--- src/rtl/fifo_pkg.sv ---
// Shared FIFO definitions: depth and pointer-width helpers plus the status
// bundle that both this synchronous controller and later async FIFOs decode.
package fifo_pkg;

  localparam int DEF_ADDR_WIDTH = 4;

  // Number of entries addressed by an address of width aw.
  function automatic int depth_of(input int aw);
    return 1 << aw;
  endfunction

  // Pointers carry one extra wrap bit above the address.
  function automatic int ptr_width(input int aw);
    return aw + 1;
  endfunction

  typedef struct packed {
    logic full;
    logic empty;
    logic almost_full;
    logic almost_empty;
  } fifo_status_t;

endpackage

--- src/rtl/fifo_ptr.sv ---
// Wrap-bit pointer register: ADDR_WIDTH address bits plus one MSB that toggles
// each time the address rolls over, so equal addresses can be told apart as
// either full or empty. clr wins over inc.
module fifo_ptr
  import fifo_pkg::*;
#(
  parameter int ADDR_WIDTH = DEF_ADDR_WIDTH
) (
  input  logic              clk,
  input  logic              rst_n,
  input  logic              inc,
  input  logic              clr,
  output logic [ADDR_WIDTH:0] ptr
);

  logic [ADDR_WIDTH:0] ptr_d;
  logic [ADDR_WIDTH:0] ptr_q;

  // Next pointer: clear to zero, else step by one modulo 2**(ADDR_WIDTH+1).
  always_comb begin
    ptr_d = ptr_q;
    if (clr) begin
      ptr_d = '0;
    end else if (inc) begin
      ptr_d = ptr_q + {{ADDR_WIDTH{1'b0}}, 1'b1};
    end
  end

  // Pointer register with asynchronous clear.
  always_ff @(posedge clk or negedge rst_n) begin
    if (!rst_n) begin
      ptr_q <= '0;
    end else begin
      ptr_q <= ptr_d;
    end
  end

  assign ptr = ptr_q;

endmodule

--- src/rtl/sync_fifo_ctrl.sv ---
// Single-clock FIFO controller driving one dual-port RAM as a circular buffer.
// Data never passes through this block; it only produces RAM control, status
// and the rd_valid qualifier for the RAM's registered dout.
//
// Request/accept semantics: wr_en and rd_en are requests sampled on the rising
// clk edge. A write is accepted when wr_en is high, the FIFO is not full and no
// flush is requested; a read is accepted when rd_en is high, the FIFO is not
// empty and no flush is requested. A rejected write or read raises overflow or
// underflow for the cycle after the edge (except under flush, which silently
// discards both). An accepted read makes rd_valid high for exactly the next
// cycle, when RAM dout holds the popped word.
module sync_fifo_ctrl
  import fifo_pkg::*;
#(
  parameter int ADDR_WIDTH = 4,
  parameter int AF_LEVEL   = 14,
  parameter int AE_LEVEL   = 2
) (
  input  logic                  clk,
  input  logic                  rst_n,
  input  logic                  wr_en,
  input  logic                  rd_en,
  input  logic                  flush,
  output logic                  ram_we,
  output logic [ADDR_WIDTH-1:0] ram_wr_addr,
  output logic [ADDR_WIDTH-1:0] ram_rd_addr,
  output logic                  rd_valid,
  output logic                  full,
  output logic                  empty,
  output logic                  almost_full,
  output logic                  almost_empty,
  output logic [ADDR_WIDTH:0]   count,
  output logic                  overflow,
  output logic                  underflow
);

  localparam int              PTR_W   = ptr_width(ADDR_WIDTH);
  localparam logic [PTR_W-1:0] DEPTH_C = PTR_W'(depth_of(ADDR_WIDTH));
  localparam logic [PTR_W-1:0] AF_C    = PTR_W'(AF_LEVEL);
  localparam logic [PTR_W-1:0] AE_C    = PTR_W'(AE_LEVEL);

  logic [PTR_W-1:0] wr_ptr;
  logic [PTR_W-1:0] rd_ptr;

  logic             wr_acc;
  logic             rd_acc;

  logic [PTR_W-1:0] count_d,     count_q;
  logic             rd_valid_d,  rd_valid_q;
  logic             overflow_d,  overflow_q;
  logic             underflow_d, underflow_q;

  fifo_status_t     status;

  // Status decoded straight from the registered occupancy, no added latency.
  always_comb begin
    status              = '0;
    status.full         = (count_q == DEPTH_C);
    status.empty        = (count_q == '0);
    status.almost_full  = (count_q >= AF_C);
    status.almost_empty = (count_q <= AE_C);
  end

  // Accept decisions; flush overrides both requests.
  always_comb begin
    wr_acc = wr_en & ~status.full  & ~flush;
    rd_acc = rd_en & ~status.empty & ~flush;
  end

  fifo_ptr #(
    .ADDR_WIDTH (ADDR_WIDTH)
  ) u_wr_ptr (
    .clk   (clk),
    .rst_n (rst_n),
    .inc   (wr_acc),
    .clr   (flush),
    .ptr   (wr_ptr)
  );

  fifo_ptr #(
    .ADDR_WIDTH (ADDR_WIDTH)
  ) u_rd_ptr (
    .clk   (clk),
    .rst_n (rst_n),
    .inc   (rd_acc),
    .clr   (flush),
    .ptr   (rd_ptr)
  );

  // Next occupancy, read-valid and error pulses.
  always_comb begin
    count_d     = count_q;
    rd_valid_d  = 1'b0;
    overflow_d  = 1'b0;
    underflow_d = 1'b0;
    if (flush) begin
      count_d = '0;
    end else begin
      count_d     = count_q + {{ADDR_WIDTH{1'b0}}, wr_acc}
                            - {{ADDR_WIDTH{1'b0}}, rd_acc};
      rd_valid_d  = rd_acc;
      overflow_d  = wr_en & status.full;
      underflow_d = rd_en & status.empty;
    end
  end

  // Occupancy and one-cycle indicator registers.
  always_ff @(posedge clk or negedge rst_n) begin
    if (!rst_n) begin
      count_q     <= '0;
      rd_valid_q  <= 1'b0;
      overflow_q  <= 1'b0;
      underflow_q <= 1'b0;
    end else begin
      count_q     <= count_d;
      rd_valid_q  <= rd_valid_d;
      overflow_q  <= overflow_d;
      underflow_q <= underflow_d;
    end
  end

  assign ram_we       = wr_acc;
  assign ram_wr_addr  = wr_ptr[ADDR_WIDTH-1:0];
  assign ram_rd_addr  = rd_ptr[ADDR_WIDTH-1:0];
  assign rd_valid     = rd_valid_q;
  assign overflow     = overflow_q;
  assign underflow    = underflow_q;
  assign count        = count_q;
  assign full         = status.full;
  assign empty        = status.empty;
  assign almost_full  = status.almost_full;
  assign almost_empty = status.almost_empty;

  // The pointer pair and the occupancy counter are redundant views of the
  // same state; they must always tell the same story.
  logic ptr_full;
  logic ptr_empty;
  assign ptr_full  = (wr_ptr[ADDR_WIDTH-1:0] == rd_ptr[ADDR_WIDTH-1:0]) &&
                     (wr_ptr[ADDR_WIDTH] != rd_ptr[ADDR_WIDTH]);
  assign ptr_empty = (wr_ptr == rd_ptr);

  a_full_agrees: assert property (@(posedge clk) disable iff (!rst_n)
    status.full == ptr_full);
  a_empty_agrees: assert property (@(posedge clk) disable iff (!rst_n)
    status.empty == ptr_empty);
  a_count_range: assert property (@(posedge clk) disable iff (!rst_n)
    count_q <= DEPTH_C);
  a_count_diff: assert property (@(posedge clk) disable iff (!rst_n)
    count_q == (wr_ptr - rd_ptr));

endmodule

--- config.mk ---
export PLATFORM = sky130hd
export DESIGN_NAME = sync_fifo_ctrl
export DESIGN_NICKNAME = d
export VERILOG_FILES = /design/src/rtl/fifo_pkg.sv /design/src/rtl/fifo_ptr.sv /design/src/rtl/sync_fifo_ctrl.sv
export SDC_FILE = /design/constraint.sdc
export NUM_CORES = 1
export LEC_CHECK = 0
export CORE_ASPECT_RATIO = 1.4
export CORE_MARGIN = 4
export CORE_UTILIZATION = 40
export DETAILED_ROUTE_END_ITERATION = 10
export GPL_TIMING_DRIVEN = 0
export PLACE_DENSITY_LB_ADDON = 0.12
export SLEW_MARGIN = 20
export SYNTH_ARGS = -nofsm -noshare
export SYNTH_HDL_FRONTEND = slang
export SYNTH_SLANG_ARGS = --single-unit
export TNS_END_PERCENT = 20
--- constraint.sdc ---
create_clock -name clk -period 7.35 [get_ports clk]
set_input_delay 1.47 -clock clk [delete_from_list [all_inputs] [get_ports clk]]
set_output_delay 1.47 -clock clk [all_outputs]
set_load 0.03 [all_outputs]
==> flow_metrics.py <==
metrics = {
    "logic_synthesis": {
        "synthDominantCellAreaShare": 0.407,
        "synth.distinct_cells": 25,
        "synth_area_leader_cell": "dfrtp_1",
        "netlist_top_cells_count": "16 x dfrtp_1, 13 x ha_1, 11 x inv_1",
        "synth_seq_cells": 16,
        "synth_most_common_cell": "dfrtp_1",
        "async_reset_ff_frac": 1.00,
        "yosys_warnings": 0,
        "syn_area_um2": 985,
        "ys.flop_type": "dfrtp_1",
        "synth_enable_flop_cells": 0,
        "synth_area_leaders": "dfrtp_1 41%, ha_1 17%, nor2b_1 4.4%",
        "ys_seq_area_frac": 0.407,
        "avgSynthCellArea_um2": 10.0,
        "netlist_instances": 98,
        "syn_nets": 117,
    },
    "power_and_ir_drop": {
        "internal_power_uw": 269,
        "p_sw_frac": 0.444,
        "seq_power_share": 0.272,
        "combPwrFrac": 0.609,
        "p_switching_uw": 214,
        "ir_drop_mv": 0.176,
        "power.density_nw_per_um2": 371,
        "clkPwrFrac": 0.118,
        "p_leak_uw": 0.000598,
    },
    "timing": {
        "fmax_mhz": 199,
        "hold_ws_ns": 0.569,
        "setup_tns_ns": 0,
        "post-route-period-util": 0.683,
        "hold_viol_final": 0,
        "rsz0062_at_grt": "no",
        "min_period_ns": 5.02,
        "worst_pin_slew_ns": 0.712,
        "setup_violations": 0,
        "fin_skew_ns": 0.00324,
        "slew_headroom": 0.524,
        "drv_slew": 0,
    },
    "layout": {
        "drive_gt1_frac": 0.0866,
        "nets": 147,
        "n_fill_cell": 222,
        "synthToLayoutAreaGrowth_pct": 32.0,
        "postLayoutCellArea_um2": 1300,
        "antenna_cells": 0,
    },
    "routing": {
        "drt_iter0_markers": 9,
        "post_drt_wl_per_cell_um": 13.6,
        "drc": 0,
        "avgViaCountPerCell": 5.23,
        "vias": 784,
        "routed_wl_um": 2040,
        "ant_nets": 0,
        "dr.pass1.iters": 4,
    },
    "global_routing": {
        "grt_pass1_vias": 794,
        "overflow": 0,
        "antenna_found_initial": 0,
        "grt_max_degree": 17,
        "grt_use_total": 0.144,
        "grt_pass1_wl_um": 3640,
    },
    "setup_path": {
        "crit_path_end_kind": "output port",
        "cp.required_ns": 5.88,
        "rrSetupSlack_ns": 4.24,
        "crit_start": "flush",
        "critPathBufInv": 4,
        "critPathMaxFanout": 10,
        "worst_path_largest_cell_delay_ns": 0.62,
        "crit_chain": "clkdlybuf4s50_1, clkbuf_1, clkbuf_1, nor2b_1, clkdlybuf4s50_1",
        "regToRegStartpoint": "count[2]",
        "critPathArrivalTime_ns": 3.55,
        "worst_setup_path_start_kind": "primary input",
        "crit_slowest_cell": "clkdlybuf4s50_1",
        "critPathKind": "primary input to output port",
        "path_delay_family": "buffers and inverters",
    },
    "cts": {
        "clockRootBuffer": "clkbuf_4",
        "cts_max_path_buffers": 2,
        "post_cts_resize_count": 0,
        "cts_buffers": 3,
        "cts_hold_buf": 0,
        "cts_max_level": 1,
        "cts_tree": "yes",
        "clock_latency_ns": 0.28,
        "cts_setup_buffers": 0,
        "cts_num_sinks": 16,
        "clkSlewWorstSetupHoldPaths_ns": 0.09,
    },
    "floorplanning": {
        "initial_utilization": 0.416,
        "ios": 26,
        "core_um2": 2360,
        "die_area_um2": 3330,
        "die_y_um": 66.7,
        "fp-row-count": 21,
        "die_w_um": 49.9,
    },
    "placement": {
        "gp_congestion": 0.855,
        "dp_hpwl_um": 1620,
        "dpl-instance-area_um2": 1260,
        "portBuffers": 25,
    },
    "worst_hold_path": {
        "holdCritStartpoint": "u_rd_ptr.ptr[3]",
        "hold_path.class": "flip-flop to flip-flop",
    },
    "job": {
        "drv_cap": 0,
    },
    "status": {
        "outcome": "finished clean",
    },
}
[worst paths after layout]
check | end | cells past startpoint
worst max-delay path | ram_we | 5
worst min-delay path | u_rd_ptr.ptr[3] | 2
worst max register to register | count[4] | 13
max in group asynchronous | count[0] | 1
worst min register to register | u_rd_ptr.ptr[3] | 2
min in group asynchronous | u_wr_ptr.ptr[1] | 1
[power groups by stage]
stage | clock [µW] | sequential (µW) | combinational (µW)
after CTS | 58.9 | 132 | 299
final | 57.1 | 131 | 294
after global routing | 63.4 | 137 | 323
after floorplan | 0 | 169 | 155
after detailed placement | 0 | 134 | 296
after global placement | 0 | 133 | 291
[registers in the layout, indices dropped and copies added, names as in the netlist]
signal and count:
overflow 1, u_wr_ptr.ptr 4, count 5, u_rd_ptr.ptr 4, underflow 1, rd_valid 1
[per-layer routing]
| metal | track usage | vias to the layer above | share of wire |
|---|---|---|---|
| li1 | - | 390 | - |
| met1 | 0.183 | 373 | 0.44 |
| met2 | 0.238 | 17 | 0.50 |
| met3 | 0.0179 | 4 | 0.031 |
| met4 | 0.0727 | 0 | 0.023 |
| met5 | 0 | - | 0 |
[kinds of logic (layout without fill, tap and decap cells)]
kind of cell	Yosys count	count (layout)	synth area share
flip-flops	16	16	0.407
AND/OR/NAND/NOR	34	34	0.208
XOR/XNOR	1	1	0.00890
adder cells (fa/ha/maj)	14	14	0.186
buffers and inverters	13	42	0.0496
AO/OA/AOI/OAI	15	15	0.0813
multiplexers	5	5	0.0597
[worst min-delay path: cells and delay by family, from the launching register on]
kind	cells	cell delay (ns)
AOI/OAI and AO/OA	2	0.14
DFF	1	0.39
[final cells by class]
type,count,area (µm²),area share
Multi-Input combinational cell,69,536,0.412
Timing Repair Buffer,25,250,0.192
Buffer,2,7.51,0.00577
Inverter,11,41.3,0.0318
Sequential cell,16,400,0.308
Clock buffer,4,36.3,0.0279
Tap cell,23,28.8,0.0221
[metrics by stage]
stage               worst slack, ns  std cells   util  power, µW
global placement               2.29        146  0.534        425
CTS                            2.29        150  0.550        490
finish                         2.33        150  0.550        483
global route                   2.13        150  0.550        524
floorplan                      3.55         98      -        324
detailed placement             2.30        146  0.534        430
[cell usage in the layout (no fill, tap or decap)]
master and n:
or4b_4 1, and3_4 1, fa_1 1, nand4_1 2, or4_1 1, ha_1 13
nor2b_1 7, o21bai_1 2, nor2_1 8, clkdlybuf4s50_1 25, mux2i_1 1, nand3_1 2
o21ai_0 5, mux2_4 1, inv_1 11, a21oi_1 8, clkbuf_4 3, nor3_1 2
clkbuf_1 2, xnor2_1 1, nand2_1 2, or3_1 3, clkbuf_8 1, dfrtp_1 16
and4bb_2 1, nand2b_1 3, and3b_1 1, mux2_2 3
No activity file was read; power rests on OpenSTA's default activity.
